$ cat src/rtl/keyboard_chatta_can_multi.sv
// N-channel chattering canceller: prescaled sample tick, STABLE-tick acceptance, edge pulses.
// Define KEYBOARD_CHATTA_INSYNC_EN to add a 2-FF input synchronizer for asynchronous pins.
module keyboard_chatta_can_multi #(
    parameter int unsigned  N         = 1,
    parameter int unsigned  DIV       = 1250,
    parameter int unsigned  STABLE    = 4,
    parameter logic [N-1:0] RESET_VAL = '0
) (
    input  logic         iCLOCK,
    input  logic         iRESET_SYNC,
    input  logic [N-1:0] iDATA,
    output logic [N-1:0] oDATA,
    output logic [N-1:0] oRISE,
    output logic [N-1:0] oFALL,
    output logic         oCHANGE,
    output logic         oTICK
);

    localparam int unsigned CntW = (DIV > 1) ? $clog2(DIV) : 1;
    localparam int unsigned ScW  = $clog2(STABLE + 1);
    localparam logic [CntW-1:0] LastDiv    = CntW'(DIV - 1);
    localparam logic [ScW-1:0]  LastStable = ScW'(STABLE - 1);

    logic [N-1:0] sampleIn;

`ifdef KEYBOARD_CHATTA_INSYNC_EN
    logic [N-1:0] syncMeta;
    logic [N-1:0] syncOut;

    always_ff @(posedge iCLOCK) begin
        if (iRESET_SYNC) begin
            syncMeta <= RESET_VAL;
            syncOut  <= RESET_VAL;
        end else begin
            syncMeta <= iDATA;
            syncOut  <= syncMeta;
        end
    end

    assign sampleIn = syncOut;
`else
    assign sampleIn = iDATA;
`endif

    logic [CntW-1:0] prescCnt;
    logic            sampleTick;

    assign sampleTick = (prescCnt == LastDiv);

    always_ff @(posedge iCLOCK) begin
        if (iRESET_SYNC) begin
            prescCnt <= '0;
        end else if (sampleTick) begin
            prescCnt <= '0;
        end else begin
            prescCnt <= prescCnt + CntW'(1);
        end
    end

    logic [ScW-1:0] stableCnt     [N];
    logic [ScW-1:0] stableCntNext [N];
    logic [N-1:0]   dataNext;
    logic [N-1:0]   riseNext;
    logic [N-1:0]   fallNext;

    always_comb begin
        dataNext = oDATA;
        riseNext = '0;
        fallNext = '0;
        for (int i = 0; i < N; i++) begin
            stableCntNext[i] = stableCnt[i];
            if (sampleTick) begin
                if (sampleIn[i] == oDATA[i]) begin
                    stableCntNext[i] = '0;
                end else if (stableCnt[i] == LastStable) begin
                    // STABLE-th consecutive differing sample: accept the new level
                    dataNext[i]      = sampleIn[i];
                    riseNext[i]      = sampleIn[i];
                    fallNext[i]      = ~sampleIn[i];
                    stableCntNext[i] = '0;
                end else begin
                    stableCntNext[i] = stableCnt[i] + ScW'(1);
                end
            end
        end
    end

    always_ff @(posedge iCLOCK) begin
        if (iRESET_SYNC) begin
            oDATA   <= RESET_VAL;
            oRISE   <= '0;
            oFALL   <= '0;
            oCHANGE <= 1'b0;
            oTICK   <= 1'b0;
            for (int i = 0; i < N; i++) begin
                stableCnt[i] <= '0;
            end
        end else begin
            oDATA   <= dataNext;
            oRISE   <= riseNext;
            oFALL   <= fallNext;
            oCHANGE <= |(riseNext | fallNext);
            oTICK   <= sampleTick;
            for (int i = 0; i < N; i++) begin
                stableCnt[i] <= stableCntNext[i];
            end
        end
    end

endmodule

$ cat config.mk
export PLATFORM = sky130hd
export DESIGN_NAME = keyboard_chatta_can_multi
export DESIGN_NICKNAME = d
export VERILOG_FILES = /design/src/rtl/keyboard_chatta_can_multi.sv
export SDC_FILE = /design/constraint.sdc
export NUM_CORES = 1
export LEC_CHECK = 0
export CAP_MARGIN = 20
export CELL_PAD_IN_SITES_DETAIL_PLACEMENT = 0
export CELL_PAD_IN_SITES_GLOBAL_PLACEMENT = 1
export CORE_MARGIN = 2
export CORE_UTILIZATION = 30
export CTS_BUF_LIST = sky130_fd_sc_hd__clkbuf_8 sky130_fd_sc_hd__clkbuf_16
export DETAILED_ROUTE_END_ITERATION = 10
export PLACE_DENSITY = 0.56
export SLEW_MARGIN = 40
export SYNTH_ARGS = -nofsm -noshare
export SYNTH_HDL_FRONTEND = slang
export SYNTH_SLANG_ARGS = --single-unit
$ cat constraint.sdc
create_clock -name iCLOCK -period 2.1 [get_ports iCLOCK]
set_clock_uncertainty 0.2 [all_clocks]
set_input_delay 0.42 -clock iCLOCK [delete_from_list [all_inputs] [get_ports iCLOCK]]
set_output_delay 0.42 -clock iCLOCK [all_outputs]
set_load 0.01 [all_outputs]
==> results of run 1 <==
[cells in the final DEF, fill, tap and decap left out, drive strengths merged, types with 3 or more instances in the layout]
cell           synthesis  layout
mux2i                  3       3
a21oi                  6       6
clkdlybuf4s50          0       7
dfxtp                 19      19
clkbuf                 0       3
nand2                  7       7
buf                    2       8
xor2                   3       3
inv                    3       3
o31ai                  4       4
or3                    4       4
nor2                   7       7
ha                     3       3
o21ai                  3       3
nand3                  5       5
or4                    3       3
nand4                  4       4
[flip-flops by register name, indices dropped and copies added, names as in the netlist]
register / cells
prescCnt: 11
stableCnt: 3
oCHANGE: 1
oDATA: 1
oFALL: 1
oRISE: 1
oTICK: 1
[cells by family (layout without fill, tap and decap cells)]
group,count (synthesis),in the layout,synth area share (%)
simple gates,39,39,28.8
fa+ha+maj,3,3,4.48
buf+inv,5,22,3.28
xor+xnor,4,4,4.18
mux,3,3,3.58
flops,19,19,45.4
compound gates,14,14,10.3
[path summary, 6_finish.rpt]
path	from	to	slack, ns	cells after the start
max	prescCnt[1]	oRISE	0.16	5
min	stableCnt[0][1]	stableCnt[0][1]	0.27	2
max reg2reg	prescCnt[1]	oRISE	0.16	5
min reg2reg	stableCnt[0][1]	stableCnt[0][1]	0.27	2
[per-layer routing]
metal / track usage (%) / part of all wire, % / routed length, µm / up-vias
met2: 21.1 / 48 / 836 / 7
met4: 4.98 / 0.75 / 13 / 0
met3: 2.30 / 2.6 / 45 / 2
li1: - / - / - / 354
met5: 0 / 0 / 0 / -
met1: 14.4 / 48 / 834 / 321
[cell type report]
class / count / area (µm²) / area share (%)
Clock buffer: 3 / 41.3 / 3.96
Clock inverter: 1 / 5.00 / 0.480
Inverter: 3 / 11.3 / 1.08
Multi-Input combinational cell: 63 / 435 / 41.8
Sequential cell: 19 / 380 / 36.5
Tap cell: 31 / 38.8 / 3.72
Timing Repair Buffer: 15 / 130 / 12.5
[power groups by stage]
| stage | sequential, mW | combinational [mW] | clock (mW) |
|---|---|---|---|
| floorplan | 0.379 | 0.0201 | 0 |
| global placement | 0.375 | 0.0473 | 0 |
| detailed placement | 0.376 | 0.0469 | 0 |
| CTS | 0.367 | 0.0471 | 0.263 |
| global route | 0.368 | 0.0528 | 0.280 |
| finish | 0.367 | 0.0469 | 0.253 |
[worst max-delay path, stage by stage (launching register included)]
cell,delay [ns]
dfxtp_1,0.32
inv_1,0.05
ha_1,0.12
or4b_4,0.48
or3_4,0.45
nor4b_4,0.25
==> metrics.cfg, run 1 <==
[grt]
antenna_found_initial=0
grt_usage_pct=12.1
grt_max_degree=12
grt_pass1_vias=717
gr-total-overflow=0
grt_first_pass_wirelength_mm=3.07

[route]
first_iter_violations=11
drt_first_pass_iters=4
vias=684
wl_mm=1.73
wl_per_cell_um=12.8
drc_errors=0
routed_via_density=5.07
ant_nets=0

[clock_tree]
cts_made_buffers=3
clkSlewWorstSetupHoldPaths_ns=0.07
cts_max_level=1
tritoncts=yes
clock-sinks=19
clkLatencyLatePin_ns=0.25
root_buffer=clkbuf_8
clockBufferDepth=2
postCtsSetupRepairBufs=0
ctsHoldBuffers=0
cts_resized=0

[power]
switching_share_pct=22.2
total_power_mw=0.667
p_int_mw=0.519
p_clk_share_pct=37.9
powerDensity_nw_per_um2=640
power_frac_comb_pct=7.0
p_seq_share_pct=55.0
ir_drop_v=0.000347
p_switching_mw=0.148
p_leak_nw=0.380

[final_layout]
stdcell_count=135
final_cell_area_um2=1040
area_growth_pct=24.3
final_core_util_pct=38.5
num_antenna_cells=0
drive_gt1_share_pct=15.4
fill_cells=295
fin_nets=111

[synthesis]
syn-num-nets=93
synth_top_area_share_pct=45.4
syn_area_um2=838
syn_avg_cell_area_um2=9.64
ys_ff_latch=19
yosysMostFrequentCell=dfxtp_1
synth_cells=87
synth_flop_cell=dfxtp_1
synth_area_leaders=dfxtp_1 (45%), ha_1 (4.5%), a21oi_1 (3.6%)
ys_types=26
synth-seq-area-share_pct=45.4
yosysTopAreaCell=dfxtp_1
synth_common_cells=dfxtp_1 (19), nand2_1 (7), nor2_1 (7), a21oi_1 (6), nand3_1 (5)
synthArstFlopShare_pct=0
ys_warn_count=0
synth_edf_count=0

[placed_design]
dp.cells=131
numPortBuffers=7
hpwl_mm=1.22
gp_congestion=0.677
dp_slack_ns=0.0586
placedInstanceArea_um2=991

[sta]
timing.final.ws_setup_ns=0.162
fin_hold_ws_ns=0.274
worst_pin_slew_ns=0.448
setup_viol=0
relSlewSlack_pct=69.9
fmax_mhz=516
drv_slew=0
finalCritPeriodShare_pct=92.3
post-route-min-period_ns=1.94
finalSetupTns_ns=0
rsz0062_at_grt=no
finalHoldViolCount=0

[floorplanning]
pin_count=8
initial_utilization_pct=30.9
die_y_um=56.9
coreArea_um2=2710
die_area_um2=3230
die_w_um=56.9
rows=19

[status]
status=completed

[critical_path]
cp-end-kind=flip-flop
crit_arrival_ns=1.91
worstPathRequired_ns=2.07
crit_type=flip-flop to flip-flop
cp_max_fo=6
startpoint_type=flip-flop

[min_path]
hp-class=flip-flop to flip-flop

[flow_run]
max-cap-violations=0

No activity file was read; power rests on OpenSTA's default activity.
==> run 2: changes to the inputs <==
==> constraint.sdc (replaced) <==
create_clock -name iCLOCK -period 1.7 [get_ports iCLOCK]
set_clock_uncertainty 0.2 [all_clocks]
set_input_delay 0.34 -clock iCLOCK [delete_from_list [all_inputs] [get_ports iCLOCK]]
set_output_delay 0.34 -clock iCLOCK [all_outputs]
set_load 0.01 [all_outputs]
==> metrics.cfg, run 2 (synthesis gave the netlist of run 1 again) <==
[sta]
post-route-min-period_ns=1.87  ; was 1.94 ns
rsz0062_at_grt=yes  ; was no
relSlewSlack_pct=82.3  ; was 69.9%
drv_slew=0  ; unchanged
worst_pin_slew_ns=0.264  ; was 0.448 ns
finalCritPeriodShare_pct=110  ; was 92.3%
fmax_mhz=534  ; was 516 MHz
setup_viol=19  ; was 0
finalHoldViolCount=0  ; unchanged
timing.final.ws_setup_ns=-0.171  ; was 0.162 ns

[clock_tree]
clkSlewWorstSetupHoldPaths_ns=0.07  ; about the same
root_buffer=clkbuf_8  ; unchanged
clkLatencyLatePin_ns=0.26  ; was 0.25 ns
cts_made_buffers=3  ; unchanged
clock-sinks=19  ; unchanged
clockBufferDepth=2  ; unchanged
ctsHoldBuffers=0  ; unchanged
cts_max_level=1  ; unchanged
tritoncts=yes  ; unchanged

[critical_path]
worstPathRequired_ns=1.68  ; was 2.07 ns
cp_max_fo=6  ; unchanged
crit_arrival_ns=1.85  ; was 1.91 ns
cp-end-kind=flip-flop  ; unchanged
crit_chain=inv_2, ha_4, or4b_4, or3_4, nor4b_4  ; was inv_1, ha_1, or4b_4, or3_4, nor4b_4
crit_type=flip-flop to flip-flop  ; unchanged
slowest_stage=or4b_4  ; unchanged
r2r_cells=5  ; unchanged
startpoint_type=flip-flop  ; unchanged
max_stage_delay_ns=0.46  ; was 0.48 ns

[route]
wl_mm=2.01  ; was 1.73 mm
drt_first_pass_iters=4  ; unchanged
ant_nets=0  ; unchanged
wl_per_cell_um=13.7  ; was 12.8 µm
vias=757  ; was 684
routed_via_density=5.15  ; was 5.07
first_iter_violations=12  ; was 11
drc_errors=0  ; unchanged

[grt]
grt_first_pass_wirelength_mm=3.53  ; was 3.07 mm
use_met2_pct=26.7  ; was 21.1%
met3_usage_pct=4.15  ; was 2.30%
grt_max_degree=11  ; was 12
grt_pass1_vias=780  ; was 717
grt_usage_pct=14.3  ; was 12.1%
gr-total-overflow=0  ; unchanged
grt-busiest-layer=met2  ; unchanged
grt_use_met1_pct=15.1  ; was 14.4%
antenna_found_initial=0  ; unchanged

[power]
p_clk_share_pct=36.6  ; was 37.9%
p_switching_mw=0.200  ; was 0.148 mW
powerDensity_nw_per_um2=695  ; was 640 nW/µm²
p_seq_share_pct=53.4  ; was 55.0%
p_int_mw=0.656  ; was 0.519 mW
p_leak_nw=0.468  ; was 0.380 nW
switching_share_pct=23.3  ; was 22.2%
total_power_mw=0.856  ; was 0.667 mW
power_frac_comb_pct=10.0  ; was 7.0%
ir_drop_v=0.000485  ; was 0.000347 V

[final_layout]
reg.largest.list=prescCnt (11), stableCnt (3)  ; unchanged
regMostFlops=prescCnt  ; unchanged
num_antenna_cells=0  ; unchanged
final_core_util_pct=45.4  ; was 38.5%
layout_common_cells=buf_4 (16), dfxtp_1 (14), nand2_1 (7), a21oi_2 (6), clkdlybuf4s50_1 (6)  ; was dfxtp_1 (19), buf_4 (8), nand2_1 (7), nor2_1 (7), clkdlybuf4s50_1 (7)
fin_nets=123  ; was 111
final_common_cell=buf_4  ; was dfxtp_1
area_growth_pct=46.9  ; was 24.3%
largest_register_ff_count=11  ; unchanged
drive_gt1_share_pct=39.7  ; was 15.4%

[min_path]
whs_path_depth=2  ; unchanged
hp-class=flip-flop to flip-flop  ; unchanged

[placed_design]
hpwl_mm=1.35  ; was 1.22 mm
numPortBuffers=7  ; unchanged
gp_congestion=0.661  ; was 0.677

[status]
status=complete, but fails checks  ; was completed
violations=negative setup slack

[floorplanning]
die_y_um=56.9  ; unchanged
coreArea_um2=2710  ; unchanged
initial_utilization_pct=30.9  ; unchanged
pin_count=8  ; unchanged
die_area_um2=3230  ; unchanged
rows=19  ; unchanged
die_w_um=56.9  ; unchanged

[flow_run]
max-cap-violations=0  ; unchanged

[run 2: cell types whose count changed in the layout (fill, tap and decap cells not counted), sizes merged]
cell | previous run | this run
buf | 8 | 20
clkdlybuf4s50 | 7 | 6
clkinv | 1 | 0
dlygate4sd2 | 0 | 1
inv | 3 | 4
[run 2: routing by layer]
layer | routed length [µm] | vias up | share of wire (%)
met5 | 0 | - | 0
met4 | 28 | 0 | 1.4
met3 | 70 | 4 | 3.5
met2 | 1100 | 11 | 55
met1 | 811 | 363 | 40
li1 | - | 379 | -
[run 2: stage by stage]
step           setup TNS [ns]  instances  hold WS (ns)  worst slack, ns  instance area [µm²]
5_1_grt                 -3.65        147         0.321           -0.228                 1230
3_3_place_gp            -3.49        141         0.257           -0.224                 1070
6_report                -2.55        147         0.290           -0.171                 1230
3_5_place_dp            -3.49        141         0.272           -0.256                 1070
4_1_cts                 -2.44        146         0.292           -0.179                 1210
2_1_floorplan           -1.62         87         0.211           -0.213                  845
[run 2: final timing paths]
path	from	endpoint	slack, ns
worst max-delay path	prescCnt[1]	oRISE	-0.17
worst min-delay path	stableCnt[0][0]	stableCnt[0][0]	0.29
worst max register to register	prescCnt[1]	oRISE	-0.17
worst min register to register	stableCnt[0][0]	stableCnt[0][0]	0.29
[run 2: power by group through the flow]
stage                     Clock, mW  Sequential, mW  Combinational (mW)
after detailed placement          0           0.466              0.0649
after global placement            0           0.465              0.0648
after CTS                     0.331           0.456              0.0827
after floorplan                   0           0.469              0.0256
after global routing          0.342           0.457              0.0923
final                         0.314           0.457              0.0854
[run 2: what timing repair did]
item,CTS,global route
setup endpoints to repair,20,19
pin swaps,6,1
gates cloned,1,0
buffers inserted,0,1
gates resized for setup,23,5
[run 2: critical path, delay by kind of cell (launching register included)]
kind / cells / cell delay (ns)
adder cells (fa/ha/maj): 1 / 0.10
flip-flops: 1 / 0.33
AND/OR/NAND/NOR: 3 / 1.11
buffers and inverters: 1 / 0.06
[run 2: area by class of cell]
cell class | count | area (µm²)
fillers | 284 | 1480
clock inverters | 1 | 3.75
inverters | 3 | 11.3
clock buffers | 3 | 41.3
well taps | 31 | 38.8
flip-flops and latches | 19 | 387
repair buffers | 27 | 234
multi-input cells | 63 | 515
